===== config.mk =====
export PLATFORM = sky130hd
export DESIGN_NAME = tdm_demux_8
export DESIGN_NICKNAME = d
export VERILOG_FILES = /design/src/rtl/tdm_demux_8.sv
export SDC_FILE = /design/constraint.sdc
export NUM_CORES = 1
export LEC_CHECK = 0
export ABC_CLOCK_PERIOD_IN_PS = 1600
export CAP_MARGIN = 15
export CORE_MARGIN = 5
export CORE_UTILIZATION = 50
export DETAILED_ROUTE_END_ITERATION = 10
export DONT_BUFFER_PORTS = 1
export GPL_TIMING_DRIVEN = 1
export PLACE_DENSITY = 0.78
export SETUP_SLACK_MARGIN = 0.2
export SLEW_MARGIN = 20
export SYNTH_ARGS = -nofsm -noshare
export SYNTH_HDL_FRONTEND = slang
export SYNTH_SLANG_ARGS = --single-unit

===== constraint.sdc =====
create_clock -name clk -period 1.6 [get_ports clk]
set_clock_uncertainty 0.2 [all_clocks]
set_input_delay 0.32 -clock clk [delete_from_list [all_inputs] [get_ports clk]]
set_output_delay 0.32 -clock clk [all_outputs]
set_load 0.02 [all_outputs]

===== src/rtl/tdm_demux_8.sv =====
// rtl/tdm_demux_8.sv - scanning 1-to-N_CH time-division demultiplexer with atomic frame commit
//
// Drives a channel address to an upstream N_CH:1 selector and samples its output
// one channel per slot. Samples build up in a shadow register, and q is updated
// from it in a single cycle once the frame is complete.
//
// Optional feature macro: TDM_PARITY_EN
//   When it is defined, channel N_CH-1 carries even parity over the other channels.
//   A frame with bad parity is not committed, and a one-cycle parity_err pulse is
//   raised instead.
//
// Ports:
//   clk          rising-edge clock
//   rst          asynchronous active-high reset
//   en           scan enable, sampled in IDLE and COMMIT
//   clr          synchronous clear of q/shadow; aborts the current frame
//   din          serial data from the upstream selector
//   sel          channel address presented to the selector
//   q            latched channel data, bit i = channel i
//   frame_valid  one-cycle pulse coincident with a q update
//   busy         high whenever the scanner is not IDLE
//   parity_err   (TDM_PARITY_EN only) one-cycle pulse on a rejected frame

module tdm_demux_8 #(
    parameter int N_CH = 8,
    parameter int AW   = 3,
    parameter int DIV  = 1
) (
    input  logic            clk,
    input  logic            rst,
    input  logic            en,
    input  logic            clr,
    input  logic            din,
    output logic [AW-1:0]   sel,
    output logic [N_CH-1:0] q,
    output logic            frame_valid,
    output logic            busy
`ifdef TDM_PARITY_EN
    ,
    output logic            parity_err
`endif
);

    localparam int DW = (DIV > 1) ? $clog2(DIV) : 1;
    localparam logic [DW-1:0] DWELL_LAST = DW'(DIV - 1);
    localparam logic [AW-1:0] SEL_LAST   = AW'(N_CH - 1);

    typedef enum logic [1:0] {
        IDLE   = 2'd0,
        SCAN   = 2'd1,
        COMMIT = 2'd2
    } state_t;

    state_t          state;
    state_t          state_nxt;
    logic [DW-1:0]   dwell;
    logic [N_CH-1:0] shadow;
    logic            slot_done;
    logic            parity_ok;
    logic            perr_r;

    assign slot_done = (dwell == DWELL_LAST);

`ifdef TDM_PARITY_EN
    assign parity_ok  = ~^shadow;
    assign parity_err = perr_r;
`else
    assign parity_ok  = 1'b1;
`endif

    // State register
    always_ff @(posedge clk or posedge rst) begin
        if (rst) begin
            state <= IDLE;
        end else begin
            state <= state_nxt;
        end
    end

    // Next-state logic. clr takes priority over every other transition.
    always_comb begin
        state_nxt = state;
        if (clr) begin
            state_nxt = IDLE;
        end else begin
            case (state)
                IDLE:    if (en) state_nxt = SCAN;
                SCAN:    if (slot_done && sel == SEL_LAST) state_nxt = COMMIT;
                COMMIT:  state_nxt = en ? SCAN : IDLE;
                default: state_nxt = IDLE;
            endcase
        end
    end

    // Output logic
    always_comb begin
        busy = (state != IDLE);
    end

    // Datapath: address/dwell counters, shadow assembly, registered outputs
    always_ff @(posedge clk or posedge rst) begin
        if (rst) begin
            sel         <= '0;
            dwell       <= '0;
            shadow      <= '0;
            q           <= '0;
            frame_valid <= 1'b0;
            perr_r      <= 1'b0;
        end else if (clr) begin
            sel         <= '0;
            dwell       <= '0;
            shadow      <= '0;
            q           <= '0;
            frame_valid <= 1'b0;
            perr_r      <= 1'b0;
        end else begin
            frame_valid <= 1'b0;
            perr_r      <= 1'b0;
            case (state)
                IDLE: begin
                    sel   <= '0;
                    dwell <= '0;
                end
                SCAN: begin
                    if (slot_done) begin
                        // din is only sampled on the last dwell cycle, which
                        // gives the upstream selector time to settle after sel moves
                        shadow[sel] <= din;
                        dwell       <= '0;
                        // The last channel holds sel until COMMIT wraps it to 0
                        if (sel != SEL_LAST) begin
                            sel <= sel + 1'b1;
                        end
                    end else begin
                        dwell <= dwell + 1'b1;
                    end
                end
                COMMIT: begin
                    if (parity_ok) begin
                        q           <= shadow;
                        frame_valid <= 1'b1;
                    end else begin
                        perr_r <= 1'b1;
                    end
                    sel   <= '0;
                    dwell <= '0;
                end
                default: begin
                    sel   <= '0;
                    dwell <= '0;
                end
            endcase
        end
    end

`ifndef TDM_PARITY_EN
    logic unused_perr;
    assign unused_perr = perr_r;
`endif

endmodule


== Word level (Yosys, flattened, before mapping) ==
Index checks and enable logic that the tools add are counted.

* $lt $le $gt $ge: 2
* Mux-type cells: 22
* Equal/unequal tests: 9
* Reduce and logical (&&, ||, !) cells: 9
* Bitwise logic cells: 1
* $add $sub $neg: 2

{| class="wikitable"
|+ Operator list
! cell !! number
|-
| $mux 8 || 5
|-
| $ne 3x3->1 const B || 5
|-
| $mux 3 || 4
|-
| $bwmux 8 || 1
|-
| $mux 1 || 7
|-
| $mux 2 || 3
|-
| $pmux 2 s3 || 1
|-
| $reduce_and 2->1 || 3
|-
| $reduce_bool 2->1 || 3
|-
| $lt 3x4->1 const B || 1
|-
| $add 3x1->3 const B || 1
|-
| $demux 1 s3 || 1
|-
| $eq 3x3->1 const B || 1
|-
| $ge 3x1->1 const B || 1
|-
| $eq 2x1->1 const B || 1
|-
| $eq 2x2->1 const B || 1
|-
| $logic_and 1x1->1 || 2
|-
| $logic_not 2->1 || 1
|-
| $ne 2x2->1 const B || 1
|-
| $add 1x1->1 const B || 1
|-
| $not 1->1 || 1
|}

* Logic and storage cells: 51
* Input bits: 5
* Register bits after elaboration: 23

== Depth between registers and ports, before layout ==
* Word-level depth: 8
* Gate-level depth with buffers: 6

== Least setup slack after synthesis ==
No wires, ideal clock.

* Kind: register -> register
* From: register sel[1]
* To: register sel[2]
* Stages on the path, launching flop included: 6
* Path buffers: 1
* Arrival: 1.318 ns
* Data required time: 1.281 ns
* Setup slack: -0.038 ns
* Path through: dfrtp_1 -> ha_1 -> ha_1 -> clkbuf_1 -> mux2i_1 -> nor2_1

* Longest elaborated chain between the ends: 5

{| class="wikitable"
|+ RTL lines
! item !! RTL line !! RTL
|-
| start, declared || 34 || <nowiki>output logic [AW-1:0] sel,</nowiki>
|-
| start signal, assigned || 132 || <nowiki>sel <= sel + 1'b1;</nowiki>
|-
| $add 3x1->3 || 132 ||
|-
| $mux 3 || 131 || <nowiki>if (sel != SEL_LAST) begin</nowiki>
|-
| $mux 3 || 125 || <nowiki>if (slot_done) begin</nowiki>
|-
| $mux 3 || 119 || <nowiki>case (state)</nowiki>
|-
| $mux 3 || 109 || <nowiki>end else if (clr) begin</nowiki>
|}

Several ways; a longest one is shown, not always the timed one. The select of a mux whose other input is x is not followed.
A chain may end at the register's enable or synchronous reset.

== Worst setup path in the final report ==
* From: register state[1]
* To: output port busy

* Longest elaborated chain between the ends: 1

{| class="wikitable"
|+ RTL lines
! item !! RTL line !! RTL
|-
| start, declared || 54 || <nowiki>state_t state;</nowiki>
|-
| start signal, assigned || 76 || <nowiki>state <= state_nxt;</nowiki>
|-
| $reduce_bool 2->1 || 97 || <nowiki>busy = (state != IDLE);</nowiki>
|-
| end, declared || 37 || <nowiki>output logic busy</nowiki>
|}

No other way between the ends.

==> run metrics <==
RSZ-0062 raised after global routing=yes; vias in the first global route=733; Worst-Skew Late Latency=0.30 ns; post-synth net total=108; max_slew headroom=0.659; Max Cap Violations=0; fin crit share=0.938; Worst path top cell family by delay=flip-flops; crit end category=output port; CORE AREA=1960 sq um; WP data required=1.08 ns; Post-synth EDFFs=0; YS warnings=0; Crit Path Category=flip-flop to output port; total track usage=0.136; first-pass GRT wire length=3380 microns; Inserted Clock Buffers=3; ys flop type=dfrtp_1; top cells by count, synth=dfrtp_1, nand2_1, mux2i_1; ys async rst share=1.00; Detail Placement HPWL=1310 microns; status=complete, no violations; First-pass DRT Iterations=4; htree depth=1; CTS max path bufs=2; mapped cell area=1030 sq um; WL final=1970 microns; CTS tree=yes; slowest stage cell on the critical path=dfrtp_2; Synth top area share=0.535; Detail Route Antenna Nets=0; initial antenna violation count=0; Fmax=0.666 GHz; Leakage=0.584 nW; Max stage delay on crit path=0.43 ns; final core occ=0.639; hold crit path type=primary input to flip-flop; Clock transition at path regs=0.12 ns; synthesized flop and latch total=22; drt first-iter violations=13; Power Dens Cells=852 nW/um^2; # rows=16; Worst Tran Pin Value=0.511 ns; Port Buf Inserts=0; num ports=18; area leader, netlist=dfrtp_1; setup tns final=0 ns; peak supply drop=0.477 mV; synthesis-to-layout area growth=21.7%; n_diodes=0; register area share after synthesis=0.535; Max FO, Critical Path=2; TritonCTS Sinks=22; Yosys cell types=21; full die area=3070 sq um; Worst EP arrival=0.98 ns; Post-Synthesis Cells=101; fin. max-slew vios=0; DRC Markers=0; Critical Path Start Type=flip-flop; Congestion Overflow GR=0; Setup violations, final=0; post-layout min period=1.50 ns; chip width=55.4 microns; vias per inst=5.09; Final nets=119; GP Congestion=0.698; cells along the critical path=or2_4; per-cell routed wire length=14.3 microns; layout cells sized above 1=0.270; Die H=55.4 microns; starting density of the core=0.525; Vias=702; Root Buffer=clkbuf_4; largest net degree at the start of global routing=23; Critical path buffers and inverters=0; average cell area after synthesis=10.2 sq um; Final Hold Fails=0; Area contributors post-synth=dfrtp_1, mux2i_1, nand2_1, nand2b_1, a21oi_1
-- sequential cells by signal (all words and copies together) (netlist names) --
| name | flops |
|---|---|
| sel | 3 |
| frame_valid | 1 |
| q | 8 |
| shadow | 8 |
| state | 2 |
-- kinds of logic after synthesis --
group / count (synthesis) / synth area share
AND/OR/NAND/NOR: 49 / 0.245
flip-flops: 22 / 0.535
multiplexers: 11 / 0.107
AO/OA/AOI/OAI: 8 / 0.0389
buffers and inverters: 8 / 0.0413
adder cells (fa/ha/maj): 2 / 0.0243
XOR/XNOR: 1 / 0.00851
-- layout make-up --
cell class                      instances  area [sq um]
Clock inverter                          1          30.0
Tap cell                               27          33.8
Inverter                                2          7.51
Fill cell                             177           708
Multi-Input combinational cell         71           492
Clock buffer                            3          22.5
Timing Repair Buffer                   12           113
Sequential cell                        22           556
-- metal layers --
metal	wire, microns	part of all wire	track usage	vias up
li1	-	-	-	344
met5	0	0	0	-
met4	31	0.016	0.0313	0
met1	809	0.41	0.158	337
met2	1020	0.52	0.243	17
met3	109	0.055	0.0420	4
-- per-stage QoR --
step | setup WS, ns | instance area [sq um] | hold slack (ns) | total power [mW] | instances
2_1_floorplan | 0.158 | 1070 | 0.109 | 0.627 | 101
3_3_place_gp | 0.236 | 1080 | 0.0609 | 0.631 | 125
3_5_place_dp | 0.183 | 1080 | 0.0644 | 0.632 | 125
4_1_cts | 0.0919 | 1210 | 0.00134 | 1.07 | 136
5_1_grt | 0.0592 | 1250 | 0.0157 | 1.11 | 138
6_report | 0.0990 | 1250 | 0.0107 | 1.07 | 138
-- report_power, final --
part           switching (mW)  total [mW]  internal [mW]
clock                   0.170       0.423          0.253
combinational          0.0391      0.0747         0.0356
sequential            0.00824       0.570          0.562
total                   0.218        1.07          0.851
-- worst paths after layout --
kind	startpoint	endpoint	slack, ns	depth (start not counted)
max	state[1]	busy	0.1	1
min	clr	shadow[4]	0.01	2
max reg2reg	sel[0]	sel[0]	0.16	4
min reg2reg	shadow[7]	q[7]	0.32	2
max in group asynchronous	rst	sel[0]	0.68	3
min in group asynchronous	rst	q[3]	0.28	3
-- repair_timing --
item                                   CTS  global route
endpoints found under the hold margin   38             2
resized for setup                        7            10
setup buffers                            3             1
hold buffers                             4             1
pin swaps                                1             4
gates cloned                             0             0
setup endpoints to repair                8            24
-- cell usage in the layout, fill, tap and decap left out --
cell,instances
dfrtp_1,18
nand2_1,20
inv_1,2
mux2i_1,11
a21oi_2,1
buf_4,5
nand2b_1,9
xor2_1,1
nand2b_2,1
nor2_2,2
dlygate4sd3_1,4
nand3_2,2
and3b_2,1
nor2b_1,2
nand2_2,2
buf_6,2
nor3b_4,1
dlymetal6s4s_1,1
dfrtp_2,4
ha_4,2
or2_4,1
bufinv_16,1
and2b_4,1
or3b_4,1
clkbuf_4,3
nor2_1,6
a21oi_1,7
(Power assumes the default switching activity.)
